## config.mk

```make
export PLATFORM = sky130hd
export DESIGN_NAME = writeback_regfile
export DESIGN_NICKNAME = d
export VERILOG_FILES = /design/src/rtl/writeback_regfile.sv
export SDC_FILE = /design/constraint.sdc
export NUM_CORES = 2
export LEC_CHECK = 0
export ABC_AREA = 0
export CAP_MARGIN = 20
export CORE_MARGIN = 10
export CORE_UTILIZATION = 30
export DETAILED_ROUTE_END_ITERATION = 10
export SLEW_MARGIN = 20
export SYNTH_ARGS = -nofsm -noshare
export SYNTH_HDL_FRONTEND = slang
export SYNTH_SLANG_ARGS = --single-unit
```

## constraint.sdc

```tcl
create_clock -name clk -period 60.5 [get_ports clk]
set_input_delay 12.1 -clock clk [delete_from_list [all_inputs] [get_ports clk]]
set_output_delay 12.1 -clock clk [all_outputs]
set_load 0.05 [all_outputs]
```

## src/rtl/writeback_regfile.sv

```systemverilog
// writeback_regfile: register file written from S3 writeback, two registered read ports, retired-write counter.
// Define WRITEBACK_REGFILE_BYPASS_EN to return same-edge write data on a matching read.
module writeback_regfile #(
  parameter int DATA_W = 32,
  parameter int ADDR_W = 5,
  parameter int CNT_W  = 32
) (
  input  logic              clk,
  input  logic              rst,
  input  logic              S3_WriteEnable,
  input  logic [ADDR_W-1:0] S3_WriteSelect,
  input  logic [DATA_W-1:0] S3_ALUOp_Out,
  input  logic              ReadEnable,
  input  logic [ADDR_W-1:0] ReadSelect1,
  input  logic [ADDR_W-1:0] ReadSelect2,
  output logic [DATA_W-1:0] ReadData1,
  output logic [DATA_W-1:0] ReadData2,
  output logic [CNT_W-1:0]  WriteCount
);
  localparam int DEPTH = 1 << ADDR_W;
  logic [DATA_W-1:0] regs [DEPTH];
  logic              wr;
  logic [DATA_W-1:0] rd1, rd2;
  // regs[0] is never written, so it stays zero after reset
  assign wr = S3_WriteEnable && S3_WriteSelect != '0;
`ifdef WRITEBACK_REGFILE_BYPASS_EN
  assign rd1 = (wr && S3_WriteSelect == ReadSelect1) ? S3_ALUOp_Out : regs[ReadSelect1];
  assign rd2 = (wr && S3_WriteSelect == ReadSelect2) ? S3_ALUOp_Out : regs[ReadSelect2];
`else
  assign rd1 = regs[ReadSelect1];
  assign rd2 = regs[ReadSelect2];
`endif
  always_ff @(posedge clk or posedge rst) begin
    if (rst) begin
      for (int i = 0; i < DEPTH; i++) regs[i] <= '0;
      ReadData1  <= '0;
      ReadData2  <= '0;
      WriteCount <= '0;
    end else begin
      if (wr) begin
        regs[S3_WriteSelect] <= S3_ALUOp_Out;
        WriteCount           <= WriteCount + CNT_W'(1);
      end
      if (ReadEnable) begin
        ReadData1 <= rd1;
        ReadData2 <= rd2;
      end
    end
  end
endmodule

```

==> flow_metrics.py <==
metrics = {
    "timing": {
        "fin_crit_sh": 0.260,
        "fin_crit_ns": 15.74,
        "maxSlewHeadroom": 0.201,
        "final_hold_viol_count": 0,
        "finalSetupTns_ns": 0,
        "tightest_slew_ns": 1.19,
        "max_freq_mhz": 63.5,
        "setup_viol": 0,
        "slew_violations": 0,
        "fin_worst_skew_ns": 0.0165,
        "rsz0062_at_grt": "no",
    },
    "layout": {
        "drive_gt1_frac": 0.391,
        "areaGrowthSynthToFinish_pct": 14.2,
        "layout.cells.non_filler": 6831,
        "fin_nets": 4250,
        "utilization": 0.344,
        "stdcell_area_um2": 66000,
    },
    "synth": {
        "synth_edf_count": 0,
        "synthCells": 4256,
        "avgSynthCellArea_um2": 13.6,
        "ys_ff_latch": 1120,
        "yosysSeqAreaShare": 0.485,
        "ys_async_sr_fraction": 1.00,
        "syn_area_um2": 57800,
        "synth_cell_types": 56,
        "yosysWarnings": 0,
        "syn_nets": 4308,
        "synthFlopType": "dfrtp_1",
    },
    "route": {
        "vias": 39400,
        "wl_mm": 210,
        "drc": 0,
        "ant_nets": 0,
        "viasPerCell": 5.76,
        "drt_iter0_drc": 3807,
        "first_pass_iters": 7,
        "wl_per_cell_um": 30.7,
    },
    "critical_path": {
        "r2r_cells": 6,
        "arrival_ns": 16.43,
        "start_kind": "primary input",
        "critPathKind": "primary input to register",
        "endpoint_kind": "register",
        "critPathMostFrequentCell": "buf_4",
        "crit_fanout": 97,
        "cp_cell_sequence": "buf_8, buf_4, buf_4, buf_4, mux2_2, o2bb2ai_1, a221oi_1, nand4_1, o2bb2ai_1",
        "rr_startpoint": "WriteCount[0]",
        "cpPeakStageDelay_ns": 0.86,
        "worst_path_max_delay_cell": "buf_4",
        "ff2ff_setup_slack_ns": 58.45,
        "critPathRequiredTime_ns": 61.20,
        "r2r_end": "WriteCount[20]",
    },
    "cts": {
        "post_cts_buffers": 0,
        "cts_num_sinks": 1120,
        "cts_hold_buffers": 0,
        "clkLatencyLatePin_ns": 0.79,
        "tritoncts": "yes",
        "cts-root-buf": "clkbuf_16",
        "htreeDepth": 4,
        "post_cts_resized": 0,
        "cts.path.max_buffers": 3,
        "clk_pin_slew_worst_paths_ns": 0.06,
        "cts_inserted_buffers": 131,
    },
    "status": {
        "outcome": "complete, no violations",
    },
    "grt": {
        "grt_max_degree": 126,
        "antenna_found_initial": 13,
        "grt_usage": 0.193,
        "grt-ovfl-total": 0,
        "grt_pass1_wl_mm": 298,
        "grt_pass1_vias": 39900,
    },
    "place": {
        "dp.cells": 6589,
        "dp_hpwl_mm": 113,
        "placed_area_um2": 61600,
        "gp_congestion": 0.795,
        "port_buffers": 146,
    },
    "die": {
        "pin_count": 147,
        "die_h_um": 459,
        "start_util": 0.301,
        "row_count": 161,
        "die_w_um": 459,
        "core_um2": 192000,
        "die_area_um2": 211000,
    },
    "hold_path": {
        "hp-start": "regs[1017]",
        "hold_path.class": "register to register",
        "hold_depth": 0,
        "holdPathEnd": "regs[1017]",
    },
    "power": {
        "p_leak_uw": 0.0285,
        "power.density_nw_per_um2": 33.8,
        "peakVddDrop_mv": 0.0276,
        "p_sw_uw": 637,
        "clockPowerShare": 0.362,
        "pwr-share-comb": 0.189,
        "pwr-share-seq": 0.448,
        "internal_power_uw": 1590,
        "p_sw_frac": 0.286,
    },
    "job": {
        "maxCapViolCount": 0,
    },
}
cells in the mapped netlist (3+ instances only):
master     count  share of area
a211oi_1      49         0.0064
buf_1         52         0.0034
and3_1         4        0.00043
mux2_2      1074           0.21
dfrtp_1     1120           0.48
a221o_1       32         0.0055
nor3b_1        3        0.00039
mux4_2       224          0.087
nor3_1        10        0.00087
and4_1         3        0.00045
nor2b_1       52         0.0056
buf_4         22         0.0029
nand4_1       46         0.0050
nor4b_1        4        0.00061
nor4_1         3        0.00032
o211ai_1       3        0.00039
o22ai_1       81         0.0088
a22o_1         5        0.00076
nand3b_1       4        0.00052
nand4bb_1      3        0.00058
o221ai_1      34         0.0052
o2bb2ai_1     11         0.0017
a22oi_1       89          0.012
inv_1         32         0.0021
a211o_1        3        0.00045
o32ai_1       25         0.0038
a2111oi_0     24         0.0036
or3_1         26         0.0028
nand2_1       84         0.0055
nor2_1        76         0.0049
nand3_1       34         0.0029
and2_1         3        0.00032
a21oi_1       96         0.0083
buf_6          8         0.0016
xnor2_1       23         0.0035
clkbuf_1     244          0.016
xor2_1         8         0.0012
mux2_1         6         0.0012
mux2i_1      445          0.077
buf_2        124          0.011
a221oi_1      20         0.0030
a32o_1        29         0.0050
registers in the layout, summed over array words and instances, names as in the netlist:
| register | count |
|---|---|
| ReadData2 | 32 |
| regs | 1024 |
| ReadData1 | 32 |
| WriteCount | 32 |
critical path: cells and delay by family:
family | cells | cell delay (ns)
compound gates | 3 | 0.55
buf+inv | 4 | 3.12
mux | 1 | 0.29
simple gates | 1 | 0.15
cell type report:
| type | instances | area [um^2] |
|---|---|---|
| Timing Repair Buffer | 259 | 2330 |
| Clock buffer | 199 | 3870 |
| Inverter | 32 | 130 |
| Multi-Input combinational cell | 2654 | 28000 |
| Clock inverter | 38 | 484 |
| Sequential cell | 1120 | 28000 |
| Fill cell | 18600 | 126000 |
| Antenna cell | 3 | 7.51 |
| Tap cell | 2526 | 3160 |
cells by family (layout without fill, tap and decap cells):
logic type / after synthesis / count (layout) / synth area share
buffers and inverters: 482 / 528 / 0.0365
xor gates and xnor gates: 31 / 31 / 0.00470
muxes: 1749 / 1749 / 0.375
and+or+nand+nor: 371 / 371 / 0.0341
other: 0 / 3 / 0
adders and majority gates: 1 / 1 / 0.000216
AOI/OAI and AO/OA: 502 / 502 / 0.0648
DFF: 1120 / 1120 / 0.485
through the flow:
step           total power, uW  hold slack (ns)  setup WS [ns]
6_report                  2230            0.401          44.76
5_1_grt                   2320            0.408          44.25
3_3_place_gp              1420            0.384          43.60
2_1_floorplan             1300            0.449          16.86
4_1_cts                   2240            0.400          44.38
3_5_place_dp              1430            0.388          43.55
worst max path at each step:
stage | start | cells after the start | endpoint | slack [ns]
after global placement | rst | 6 | regs[686] | 43.60
after floorplan | rst | 1 | ReadData1[0] | 16.86
after detailed placement | rst | 6 | regs[686] | 43.55
final | ReadSelect2[1] | 9 | ReadData2[0] | 44.76
after global routing | rst | 6 | regs[589] | 44.25
after CTS | rst | 6 | regs[654] | 44.38
power by group through the flow:
stage | combinational [uW] | clock (uW) | sequential [uW]
2_1_floorplan | 297 | 0 | 1000
3_3_place_gp | 415 | 0 | 1000
3_5_place_dp | 422 | 0 | 1010
4_1_cts | 423 | 821 | 996
5_1_grt | 453 | 849 | 1020
6_report | 422 | 808 | 1000
placed cells by master, fill, tap and decap left out, types with 11 or more instances in the layout:
| master | instances |
|---|---|
| o22ai_1 | 81 |
| o221ai_1 | 34 |
| dfrtp_1 | 1120 |
| xnor2_1 | 23 |
| nor2_1 | 69 |
| or3_1 | 25 |
| a21oi_1 | 96 |
| buf_4 | 108 |
| nand2_2 | 12 |
| a32o_1 | 29 |
| o2bb2ai_1 | 11 |
| inv_1 | 30 |
| mux2i_1 | 445 |
| a22oi_1 | 89 |
| mux4_2 | 224 |
| nor2b_1 | 50 |
| a2111oi_0 | 24 |
| a211oi_1 | 49 |
| clkdlybuf4s50_1 | 136 |
| a221o_1 | 32 |
| o32ai_1 | 25 |
| nand4_1 | 46 |
| mux2_2 | 1074 |
| nand2_1 | 69 |
| clkinv_2 | 18 |
| a221oi_1 | 20 |
| clkbuf_8 | 23 |
| clkbuf_16 | 136 |
| nand3_1 | 33 |
| clkbuf_1 | 40 |
routing by layer:
metal  part of all wire  routed length, um  GRT usage
met1               0.42              88400      0.255
met2               0.46              96700      0.305
met3              0.077              16100     0.0442
met4              0.040               8440     0.0769
met5            0.00070                147    0.00317
Note: power is estimated with default switching activity, not from simulation.
